**src/rtl/alu_pkg.sv**
```systemverilog
// rtl/alu_pkg.sv - shared ALU op codes, default widths and response-register state type
//
// Purpose : common definitions for alu_core and alu_arbiter.
// Contents: ALU_DATA_W / ALU_OP_W default widths, the six op-code constants,
//           and the EMPTY/FULL state enum of the response register.
package alu_pkg;

   localparam int ALU_DATA_W = 64;
   localparam int ALU_OP_W   = 4;

   localparam logic [ALU_OP_W-1:0] OP_AND  = 4'b0000;
   localparam logic [ALU_OP_W-1:0] OP_OR   = 4'b0001;
   localparam logic [ALU_OP_W-1:0] OP_ADD  = 4'b0010;
   localparam logic [ALU_OP_W-1:0] OP_SUB  = 4'b0110;
   localparam logic [ALU_OP_W-1:0] OP_PASSB = 4'b0111;
   localparam logic [ALU_OP_W-1:0] OP_NOR  = 4'b1100;

   typedef enum logic {
      ST_EMPTY = 1'b0,
      ST_FULL  = 1'b1
   } rsp_state_e;

endpackage

```
**src/rtl/alu_core.sv**
```systemverilog
// rtl/alu_core.sv - combinational ALU datapath
//
// Purpose : computes result and zero flag from operands and control code.
// Ports   : a_i, b_i   - DATA_W operands
//           op_i       - OP_W control code (AND, OR, ADD, SUB, PASS-B, NOR)
//           result_o   - DATA_W result, modulo 2^DATA_W for ADD/SUB
//           zero_o     - 1 when result_o == 0
//           Unknown op codes give result 0 (so zero_o = 1).
module alu_core
   import alu_pkg::*;
#(
   parameter int DATA_W = ALU_DATA_W,
   parameter int OP_W   = ALU_OP_W
) (
   input  logic [DATA_W-1:0] a_i,
   input  logic [DATA_W-1:0] b_i,
   input  logic [OP_W-1:0]   op_i,
   output logic [DATA_W-1:0] result_o,
   output logic              zero_o
);

   always_comb begin
      result_o = '0;
      case (op_i)
         OP_W'(OP_AND):   result_o = a_i & b_i;
         OP_W'(OP_OR):    result_o = a_i | b_i;
         OP_W'(OP_ADD):   result_o = a_i + b_i;
         OP_W'(OP_SUB):   result_o = a_i - b_i;
         OP_W'(OP_PASSB): result_o = b_i;
         OP_W'(OP_NOR):   result_o = ~(a_i | b_i);
         default:         result_o = '0;
      endcase
   end

   assign zero_o = (result_o == '0);

endmodule

```
**src/rtl/alu_arbiter.sv**
```systemverilog
// rtl/alu_arbiter.sv - two-requester arbiter in front of a shared ALU with a registered response
//
// Purpose : grants one of two requesters per cycle, runs its operation through
//           alu_core and holds the result in a one-entry response register.
// Config  : ALU_ARBITER_ROUND_ROBIN_EN - defined: round-robin on ties using a
//           1-bit priority register; undefined: fixed priority, requester 0 wins.
// Ports   : clk, rst_n (async, active-low)
//           reqN_valid/reqN_ready, reqN_a/reqN_b/reqN_op (N = 0,1) - request side
//           rsp_valid/rsp_ready, rsp_id, rsp_result, rsp_zero      - response side
module alu_arbiter
   import alu_pkg::*;
#(
   parameter int DATA_W = ALU_DATA_W,
   parameter int OP_W   = ALU_OP_W
) (
   input  logic              clk,
   input  logic              rst_n,

   input  logic              req0_valid,
   output logic              req0_ready,
   input  logic [DATA_W-1:0] req0_a,
   input  logic [DATA_W-1:0] req0_b,
   input  logic [OP_W-1:0]   req0_op,

   input  logic              req1_valid,
   output logic              req1_ready,
   input  logic [DATA_W-1:0] req1_a,
   input  logic [DATA_W-1:0] req1_b,
   input  logic [OP_W-1:0]   req1_op,

   output logic              rsp_valid,
   input  logic              rsp_ready,
   output logic              rsp_id,
   output logic [DATA_W-1:0] rsp_result,
   output logic              rsp_zero
);

   rsp_state_e        state_q, state_d;
   logic              rsp_id_q, rsp_id_d;
   logic [DATA_W-1:0] rsp_result_q, rsp_result_d;
   logic              rsp_zero_q, rsp_zero_d;

   logic              accept_ok;
   logic              prefer1;
   logic              gnt0, gnt1, accept;
   logic [DATA_W-1:0] alu_a, alu_b, alu_result;
   logic [OP_W-1:0]   alu_op;
   logic              alu_zero;

`ifdef ALU_ARBITER_ROUND_ROBIN_EN
   // Index of the requester that wins the next tie; 0 after reset.
   logic prio_q, prio_d;

   assign prefer1 = prio_q;

   always_comb begin
      prio_d = prio_q;
      // Winner of this transfer yields the next tie to the other requester.
      if (accept) begin
         prio_d = gnt0;
      end
   end

   always_ff @(posedge clk or negedge rst_n) begin
      if (!rst_n) begin
         prio_q <= 1'b0;
      end else begin
         prio_q <= prio_d;
      end
   end
`else
   assign prefer1 = 1'b0;
`endif

   // rst_n gates accept so no ready is shown while reset is held.
   assign accept_ok = rst_n & ((state_q == ST_EMPTY) | rsp_ready);
   assign gnt0      = accept_ok & req0_valid & (~req1_valid | ~prefer1);
   assign gnt1      = accept_ok & req1_valid & (~req0_valid |  prefer1);
   assign accept    = gnt0 | gnt1;

   assign req0_ready = gnt0;
   assign req1_ready = gnt1;

   assign alu_a  = gnt1 ? req1_a  : req0_a;
   assign alu_b  = gnt1 ? req1_b  : req0_b;
   assign alu_op = gnt1 ? req1_op : req0_op;

   alu_core #(
      .DATA_W (DATA_W),
      .OP_W   (OP_W)
   ) u_alu_core (
      .a_i      (alu_a),
      .b_i      (alu_b),
      .op_i     (alu_op),
      .result_o (alu_result),
      .zero_o   (alu_zero)
   );

   always_comb begin
      state_d      = state_q;
      rsp_id_d     = rsp_id_q;
      rsp_result_d = rsp_result_q;
      rsp_zero_d   = rsp_zero_q;

      if (accept) begin
         rsp_id_d     = gnt1;
         rsp_result_d = alu_result;
         rsp_zero_d   = alu_zero;
      end

      case (state_q)
         ST_EMPTY: begin
            if (accept) begin
               state_d = ST_FULL;
            end
         end
         ST_FULL: begin
            if (rsp_ready && !accept) begin
               state_d = ST_EMPTY;
            end
         end
         default: state_d = ST_EMPTY;
      endcase
   end

   always_ff @(posedge clk or negedge rst_n) begin
      if (!rst_n) begin
         state_q      <= ST_EMPTY;
         rsp_id_q     <= 1'b0;
         rsp_result_q <= '0;
         rsp_zero_q   <= 1'b0;
      end else begin
         state_q      <= state_d;
         rsp_id_q     <= rsp_id_d;
         rsp_result_q <= rsp_result_d;
         rsp_zero_q   <= rsp_zero_d;
      end
   end

   assign rsp_valid  = (state_q == ST_FULL);
   assign rsp_id     = rsp_id_q;
   assign rsp_result = rsp_result_q;
   assign rsp_zero   = rsp_zero_q;

endmodule
```
**config.mk**
```make
export PLATFORM = sky130hd
export DESIGN_NAME = alu_arbiter
export DESIGN_NICKNAME = d
export VERILOG_FILES = /design/src/rtl/alu_pkg.sv /design/src/rtl/alu_core.sv /design/src/rtl/alu_arbiter.sv
export SDC_FILE = /design/constraint.sdc
export NUM_CORES = 1
export LEC_CHECK = 0
export BUFFER_PORTS_ARGS = -buffer_cell sky130_fd_sc_hd__buf_2
export CORE_ASPECT_RATIO = 0.75
export CORE_MARGIN = 5
export CORE_UTILIZATION = 45
export CTS_BUF_LIST = sky130_fd_sc_hd__clkbuf_8
export CTS_CLUSTER_DIAMETER = 40
export DETAILED_ROUTE_END_ITERATION = 16
export PLACE_DENSITY = 0.69
export SETUP_SLACK_MARGIN = 0.2
export SLEW_MARGIN = 0
export SYNTH_ARGS = -nofsm -noshare
export SYNTH_HDL_FRONTEND = slang
export SYNTH_HIERARCHICAL = 1
export SYNTH_SLANG_ARGS = --single-unit
```
**constraint.sdc**
```tcl
create_clock -name clk -period 7.15 [get_ports clk]
set_input_delay 1.0725 -clock clk [delete_from_list [all_inputs] [get_ports clk]]
set_output_delay 1.0725 -clock clk [all_outputs]
set_load 0.005 [all_outputs]
```
; ---- Word level (Yosys, flattened, before mapping)
; Index checks and enable logic that the tools add are counted.
[op_classes]
add_sub_neg = 2
eq_ne = 5
n_mux = 7
n_bitwise = 11
reduce_logical = 4
[op_table]
columns = operator, count
row1 = $pmux W64 S6, 1
row2 = $mux W64, 2
row3 = $add A64 B64 Y64, 1
row4 = $and A64 B64 Y64, 1
row5 = $logic_not A64 Y1, 1
row6 = $not A64 Y64, 1
row7 = $or A64 B64 Y64, 1
row8 = $sub A64 B64 Y64, 1
row9 = $eq A4 B3 Y1 const B, 2
row10 = $and A1 B1 Y1, 4
row11 = $eq A4 B1 Y1 const B, 1
row12 = $eq A4 B2 Y1 const B, 1
row13 = $eq A4 B4 Y1 const B, 1
row14 = $logic_not A4 Y1, 1
row15 = $mux W4, 1
row16 = $mux W1, 2
row17 = $not A1 Y1, 2
row18 = $or A1 B1 Y1, 2
row19 = $pmux W1 S2, 1
row20 = $logic_and A1 B1 Y1, 1
row21 = $logic_not A1 Y1, 1
[word_totals]
regBits = 67
input_bits = 269

; ---- Longest topological paths before layout
; Gate-level depths: netlist of the first run.
[logic_depth]
ltp_word = 10
depth_mapped = 31

; ---- Cells and area by module
; The synthesis of the first run kept the hierarchy.
[by_module_without_submodules]
columns = mod, cells_each, instances, area_each_um2
row1 = alu_core, 1312, 1, 8557.0
row2 = alu_arbiter, 294, 1, 4329.2

; ---- Least setup slack after synthesis of the first run
; OpenSTA, ideal clock, no wires.
[synth_timing]
path_kind = input to register
from = input port rsp_ready
to = register rsp_zero_q, in the netlist rsp_zero
path_buffers = 10
arrival_ns = 7.722
path_stages = 29
slack_ns = -0.637
required_ns = 7.085
setup_ns = 0.065
cell_sequence = nand2b_2 nand4b_1 buf_4 buf_6 buf_6 mux2_4 clkbuf_1 buf_2 buf_1 clkbuf_1 clkbuf_1 buf_1 nand2_1 clkbuf_1 o21ai_0 fa_1 nor2b_4 o31a_4 a221oi_4 nor2_2 or3_1 a31o_1 or4_1 a211o_1 or4_4 nor4b_2 nand4b_1 nor4_2 mux2_2
[synth_between]
elab_cells_between_ends = 22
[synth_lines]
columns = element, line_no
row1 = from (decl), alu_arbiter.sv:32  ; input logic rsp_ready,
row2 = $or A1 B1 Y1 (*), alu_arbiter.sv:76  ; assign accept_ok = rst_n & ((state_q == ST_EMPTY) | rsp_ready);
row3 = $and A1 B1 Y1 (*), alu_arbiter.sv:76
row4 = $and A1 B1 Y1 (*) (2 in a row), alu_arbiter.sv:78  ; assign gnt1 = accept_ok & req1_valid & (~req0_valid | prefer1);
row5 = $mux W4 (*), alu_arbiter.sv:86  ; assign alu_op = gnt1 ? req1_op : req0_op;
row6 = via alu_op[2], alu_arbiter.sv:47  ; logic [OP_W-1:0] alu_op;
row7 = $eq A4 B4 Y1 (tied with other cells), alu_core.sv:24  ; case (op_i)
row8 = $pmux W64 S6 (*), alu_core.sv:24
row9 = via alu_result[28], alu_arbiter.sv:46  ; logic [DATA_W-1:0] alu_a, alu_b, alu_result;
row10 = $logic_not A64 Y1 (*), alu_core.sv:35  ; assign zero_o = (result_o == '0);
row11 = via alu_zero, alu_arbiter.sv:48  ; logic alu_zero;
row12 = to (signal assigned), alu_arbiter.sv:136  ; rsp_zero_q <= rsp_zero_d;
row13 = to (decl), alu_arbiter.sv:41  ; logic rsp_zero_q, rsp_zero_d;
; The timed path passes the listed nets; every way through them passes the cells marked *.
; A chain may end at the register's enable or synchronous reset.

; ---- Worst setup path in the final report of the first run
[layout_timing]
from = input port rsp_ready
to = register rsp_zero_q, in the netlist rsp_zero
[layout_between]
elab_chain_cells = 9
elab_cells_between_ends = 22
[layout_lines]
columns = element, line_no
row1 = $or A1 B1 Y1 (*), alu_arbiter.sv:76
row2 = $and A1 B1 Y1 (*), alu_arbiter.sv:76
row3 = $and A1 B1 Y1 (*) (2 in a row), alu_arbiter.sv:78
row4 = $mux W64 (*), alu_arbiter.sv:85  ; assign alu_b = gnt1 ? req1_b : req0_b;
row5 = via alu_b[30], alu_arbiter.sv:46
row6 = "parallel branches: the longest is 2 deep, another holds $sub A64 B64 Y64", -
row7 = $pmux W64 S6 (*), alu_core.sv:24
row8 = $logic_not A64 Y1 (*), alu_core.sv:35
row9 = via alu_zero, alu_arbiter.sv:48
; Mark *: on every way through the listed nets, which the timed path passes.

==> metrics.cfg, run 1 <==
[timing]
fin_setup_tns_ns=-0.188
slew_headroom=0.269
worstMarginPinSlew_ns=1.09
fin_ws_ns=-0.188
slew_viol_final=0
finalSetupViolCount=1
hold_viol_final=0
finalCritPeriodShare=1.03
fin_skew_ns=0.0142
layout_min_cycle_time_ns=7.34
max_freq_mhz=136
grt_setup_unrepaired=yes

[power]
p_switching_uw=1290
sw_frac_of_total=0.446
intPower_uw=1600
p_clk_frac=0.111
power_leakage_uw=0.00934
p_per_area_mw_per_mm2=151
pwr-share-comb=0.719
ir_worst_vdd_mv=0.105
pwr-share-seq=0.170

[critical_path]
reg2reg_depth=30
slowest_stage=or4_4
required_ns=7.50
r2r-end=rsp_zero$_DFFE_PN0P_
cp-start-kind=input port
r2r_slack_ns=0.16
end_kind=register
arrival_ns=7.68
cp_slowest_stage_delay_ns=0.54
r2r_start=rsp_valid$_DFF_PN0_
crit_path_max_fanout=7
path_class=in2reg

[placed_design]
routabilityCongestion=1.02
dpl.cell_count=2664
port_buffers=337
hpwl_um=48600

[logic_synthesis]
synth_fp_nets=1942
async_flop_share=1.00
yosysSeqAreaShare=0.130
avgSynthCellArea_um2=8.02
ys_seq_elements=67
yosysTopAreaCellShare=0.130
synth_cell_type_count=87
netlist_area_mm2=0.0129
ys.flop_type=dfrtp_1
yosysWarnings=6
synth_cells=1606
synth_area_leaders=dfrtp_1, mux2_2, mux2_4
synth_edf_count=0
synth_area_leader_cell=dfrtp_1

[final_layout]
syn_to_final_growth_pct=47.8
drive_gt1_frac=0.501
n_antenna_cell=0
num-fill-cells=2428
layout_commonest_cell=buf_4
nNetsFinal=2645
instances_no_fill=2698
multi_input_area_mm2=0.0111
layout_common_cells=buf_4, buf_2, mux2_2
regArea_mm2=0.00168

[route]
drc=0
vias=16149
vias_per_cell=5.99
drt_first_pass_iters=5
drt_iter0_drc=1457
final_antenna_net_count=0
wl_um=60100
post_drt_wl_per_cell_um=22.3

[clock_tree]
clock_sinks=67
cts_htree_levels=3
clk_latency_ns=0.42
cts_buffer_depth=2
hold_buffers=0
cts_tree=done
clkTransAtPathRegs_ns=0.09
cts.root.buffer_cell=clkbuf_8
numCtsBuffers=9

[floorplan]
fp-row-count=53
die_h_um=157
die_w_um=205
start_util=0.458
fp.coreArea_mm2=0.0281
ios=338
dieArea_mm2=0.0322

[run_status]
violations=negative setup slack
outcome=complete, but fails checks

[global_routing]
grt_max_degree=67
grtUsageTotal=0.354
antenna_found_initial=0
grt_pass1_wl_um=88600
grt_overflow=0
grt_pass1_vias=15765

[worst_hold_path]
min_from=rsp_result[10]$_DFFE_PN0P_
hold_class=reg2reg
holdPathEnd=rsp_result[10]$_DFFE_PN0P_
hold_path_depth=1

[job]
drv_cap=0

-- synth_stat cells, drive strengths merged, types with 9 or more instances --
library cell and number:
a211oi 10, a21o 35, a21oi 95, a22o 54, a22oi 52, a31oi 12, and3 10, buf 54
clkbuf 79, dfrtp 67, ha 66, inv 27, maj3 61, mux2 197, nand2 113, nand3 23
nand4 41, nor2 135, nor3 41, nor4 13, o21a 21, o21ai 100, o21bai 11, o221ai 14
o31ai 20, or3 24, or4 9, xnor2 52, xor2 54
-- per-stage QoR --
step	power, uW	cell area [um2]	hold WS [ns]	util	setup WS [ns]
final	2880	19000	0.508	0.677	-0.188
after global routing	3060	19000	0.520	0.677	-0.373
after CTS	2790	18600	0.510	0.660	-0.233
after detailed placement	2440	18100	0.492	0.646	-1.09
after global placement	2410	18100	0.483	0.646	-1.02
after floorplan	1500	13000	0.504	-	-0.205
-- cell families (layout without fill, tap and decap cells) --
| logic type | after synthesis | after routing | synth area share |
|---|---|---|---|
| AO/OA/AOI/OAI | 496 | 496 | 0.267 |
| AND/OR/NAND/NOR | 451 | 451 | 0.173 |
| multiplexers | 198 | 198 | 0.190 |
| buffers and inverters | 160 | 867 | 0.0551 |
| adder cells (fa/ha/maj) | 128 | 128 | 0.113 |
| XOR/XNOR | 106 | 106 | 0.0720 |
| flip-flops | 67 | 67 | 0.130 |
-- how the worst max path moves through the flow --
stage	end	start	depth (start not counted)
final	rsp_zero$_DFFE_PN0P_	rsp_ready	31
after global routing	rsp_zero$_DFFE_PN0P_	rsp_ready	30
after CTS	rsp_zero$_DFFE_PN0P_	rsp_ready	28
after detailed placement	rsp_zero$_DFFE_PN0P_	rsp_ready	29
after global placement	rsp_zero$_DFFE_PN0P_	rsp_ready	29
after floorplan	rsp_zero$_DFFE_PN0P_	rsp_ready	29
-- routing by layer --
metal	GRT usage	part of all wire	vias to the layer above	wire length, um
met4	0.119	0.030	0	1810
met1	0.495	0.44	7699	26600
met3	0.0905	0.10	110	6210
met2	0.533	0.42	858	25500
met5	0	0	-	0
li1	-	-	7482	-
-- repair_timing --
| action | CTS | global route |
|---|---|---|
| resized for setup | 53 | 86 |
| pin swaps | 18 | 25 |
| setup buffers | 7 | 12 |
| endpoints found under the setup margin | 12 | 12 |
-- sequential cells by signal, indices dropped and copies added (netlist names) --
signal	cells
rsp_zero	1
rsp_valid	1
rsp_result	64
rsp_id	1
-- critical path: cells and delay by family --
| family | cells | cell delay, ns |
|---|---|---|
| fa+ha+maj | 1 | 0.32 |
| compound gates | 9 | 1.75 |
| simple gates | 12 | 2.96 |
| buf+inv | 6 | 0.87 |
| xor+xnor | 1 | 0.19 |
| mux | 2 | 0.49 |
-- power groups by stage --
stage               combinational, uW  sequential (uW)  clock, uW
detailed placement               1940              497          0
finish                           2070              490        320
CTS                              1980              490        329
floorplan                         998              502          0
global route                     2210              499        344
global placement                 1920              491          0
-- cell type report --
cell class	instances	share of cell area
Clock buffer	9	0.00651
Clock inverter	6	0.00237
Inverter	27	0.00532
Multi-Input combinational cell	1379	0.585
Sequential cell	67	0.0881
Tap cell	385	0.0253
Timing Repair Buffer	825	0.288
Power figures use the tool's default switching activity.
==> run 2, diff against run 1 <==
--- a/config.mk
+++ b/config.mk
@@ -12,6 +12,7 @@
 export CTS_BUF_LIST = sky130_fd_sc_hd__clkbuf_8
 export CTS_CLUSTER_DIAMETER = 40
 export DETAILED_ROUTE_END_ITERATION = 16
+export GPL_TIMING_DRIVEN = 0
 export PLACE_DENSITY = 0.69
 export SETUP_SLACK_MARGIN = 0.2
 export SLEW_MARGIN = 0
==> run 2 against run 1 <==
Effect of this change: combinational power fell by 14%; via count fell by 4.4%; sequential power barely moved; setup slack got worse by 0.75 ns; sequential cell count did not move; first-iteration DRC count rose by 20%; global-route usage rose by 1.1 points; utilization fell by 7.6 points; critical path depth fell by 4; wire length rose by 3.2%; the run still ends with negative setup slack left; non-clock buffer count fell by 294.
==> metrics.cfg, run 2 (synthesis results as in run 1) <==
[run_status]
outcome=complete, but fails checks
violations=negative setup slack

[critical_path]
r2r_start=rsp_valid$_DFF_PN0_
arrival_ns=8.43  ; +0.75 ns
required_ns=7.49  ; about the same
end_kind=register
r2r-end=rsp_zero$_DFFE_PN0P_
path_delay_family=simple AND/OR/NAND/NOR gates
path_class=in2reg
reg2reg_depth=29  ; -3.3%
r2r_slack_ns=-0.55  ; -0.71 ns
slowest_stage=nor3_1
crit_buf_inv=5  ; -1
cp-start-kind=input port
crit_path_max_fanout=10  ; +3
cp_slowest_stage_delay_ns=0.97  ; +0.43 ns

[placed_design]
routabilityCongestion=1.03  ; +1.9%
dpl.cell_count=2329  ; -13%
port_buffers=337  ; unchanged
hpwl_um=48900  ; +0.69%

[global_routing]
grt_pass1_vias=14484  ; -8.1%
grtUsageTotal=0.365  ; +0.0110
grt_max_degree=35  ; -48%
grt_overflow=0  ; unchanged
grt_pass1_wl_um=89700  ; +1.2%
antenna_found_initial=3  ; +3

[floorplan]
dieArea_mm2=0.0322  ; unchanged
die_h_um=157  ; unchanged
fp.coreArea_mm2=0.0281  ; unchanged
die_w_um=205  ; unchanged
start_util=0.458  ; unchanged
fp-row-count=53  ; unchanged
ios=338  ; unchanged

[timing]
hold_viol_final=0  ; unchanged
slew_headroom=0.0628  ; -0.206
grt_setup_unrepaired=yes
finalCritPeriodShare=1.13  ; +0.105
fin_ws_ns=-0.936  ; -0.748 ns
max_freq_mhz=124  ; -9.3%
slew_viol_final=0  ; unchanged
fin_skew_ns=0.0156  ; +0.00143 ns
finalSetupViolCount=3  ; +2
layout_min_cycle_time_ns=8.09  ; +0.748 ns
worstMarginPinSlew_ns=1.41  ; +0.315 ns

[route]
vias=15433  ; -4.4%
drt_iter0_drc=1745  ; +20%
wl_um=62000  ; +3.2%
drc=0  ; unchanged
final_antenna_net_count=0  ; unchanged
vias_per_cell=6.41  ; +7.1%
drt_first_pass_iters=6  ; +1
post_drt_wl_per_cell_um=25.8  ; +16%

[final_layout]
nNetsFinal=2351  ; -11%
layout_common_cells=buf_2, mux2_2, nor2_1
instances_no_fill=2407  ; -11%
num-fill-cells=2637  ; +8.6%
largest_reg_flops=64  ; unchanged
layout_commonest_cell=buf_2
drive_gt1_frac=0.410  ; -0.0907
syn_to_final_growth_pct=31.1

[power]
ir_worst_vdd_mv=0.0965  ; -7.8%
p_per_area_mw_per_mm2=156  ; +3.1%
power_uw=2640  ; -8.5%
power_leakage_uw=0.00782  ; -16%

[clock_tree]
cts_tree=done
cts_htree_levels=3  ; unchanged
cts.root.buffer_cell=clkbuf_8
cts_buffer_depth=2  ; unchanged
hold_buffers=0  ; unchanged
clock_sinks=67  ; unchanged
clk_latency_ns=0.41  ; about the same
numCtsBuffers=9  ; unchanged
clkTransAtPathRegs_ns=0.11  ; +0.02 ns

[job]
drv_cap=0  ; unchanged

[worst_hold_path]
min_from=rsp_result[10]$_DFFE_PN0P_
hold_class=reg2reg
holdPathEnd=rsp_result[10]$_DFFE_PN0P_
hold_path_depth=1  ; unchanged

run 2: changes by cell type in the layout (fill, tap and decap cells not counted), sizes merged:
cell	delta
diode	+2
bufbuf	+1
clkinvlp	-1
clkinv	-2
bufinv	+1
buf	-372
clkbuf	+77
inv	+3
run 2: metrics by stage:
stage / hold slack (ns) / setup slack [ns] / setup TNS (ns) / cell area, um2 / utilization
after floorplan: 0.504 / -0.205 / -0.205 / 13000 / -
after global placement: 0.485 / -4.79 / -174.56 / 15200 / 0.541
after detailed placement: 0.489 / -3.90 / -117.19 / 15200 / 0.542
after CTS: 0.509 / -0.667 / -0.719 / 16700 / 0.592
after global routing: 0.523 / -0.959 / -1.98 / 16900 / 0.601
final: 0.510 / -0.936 / -1.62 / 16900 / 0.601
run 2: worst reg2reg max path, delay by kind of cell (launching register included):
| kind | cells | cell delay (ns) |
|---|---|---|
| buffers and inverters | 9 | 2.04 |
| adders and majority gates | 1 | 0.37 |
| xor gates and xnor gates | 1 | 0.21 |
| DFF | 1 | 0.41 |
| and+or+nand+nor | 9 | 2.67 |
| muxes | 2 | 0.50 |
| AOI/OAI and AO/OA | 7 | 1.44 |
run 2: how the worst max path moves through the flow:
stage	endpoint	cells after the start	slack [ns]	from
2_1_floorplan	rsp_zero$_DFFE_PN0P_	29	-0.20	rsp_ready
6_report	rsp_zero$_DFFE_PN0P_	27	-0.94	rsp_ready
5_1_grt	rsp_zero$_DFFE_PN0P_	31	-0.96	rsp_ready
3_3_place_gp	rsp_zero$_DFFE_PN0P_	29	-4.79	rst_n
3_5_place_dp	rsp_zero$_DFFE_PN0P_	30	-3.90	rst_n
4_1_cts	rsp_zero$_DFFE_PN0P_	29	-0.67	rsp_ready
run 2: what timing repair did:
| item | 4_1_cts | 5_1_grt |
|---|---|---|
| resized for setup | 200 | 39 |
| gates cloned | 1 | 0 |
| buffers inserted | 49 | 12 |
| pin swaps | 43 | 8 |
| setup endpoints to repair | 63 | 15 |
run 2: final cells by class:
cell class | instances | area (um2) | share of cell area
tap | 385 | 482 | 0.0285
sequential | 67 | 1680 | 0.0992
multi-input combinational | 1379 | 11300 | 0.666
timing repair buffer | 400 | 2270 | 0.134
clock buffer | 9 | 124 | 0.00733
antenna | 2 | 5.00 | 0.000296
buffer | 131 | 898 | 0.0532
inverter | 27 | 101 | 0.00600
clock inverter | 7 | 81.3 | 0.00481
run 2: routing by layer:
| metal | vias up | global-route usage | routed length, um |
|---|---|---|---|
| li1 | 6915 | - | - |
| met1 | 7438 | 0.540 | 27600 |
| met2 | 977 | 0.540 | 25700 |
| met3 | 103 | 0.0762 | 7220 |
| met4 | 0 | 0.0969 | 1490 |
| met5 | - | 0 | 0 |
run 2: power by group:
part / leakage [uW] / switching, uW / internal, uW
sequential: 0.000889 / 36.8 / 453
combinational: 0.00683 / 1030 / 737
clock: 0.000101 / 212 / 167
total: 0.00782 / 1280 / 1360
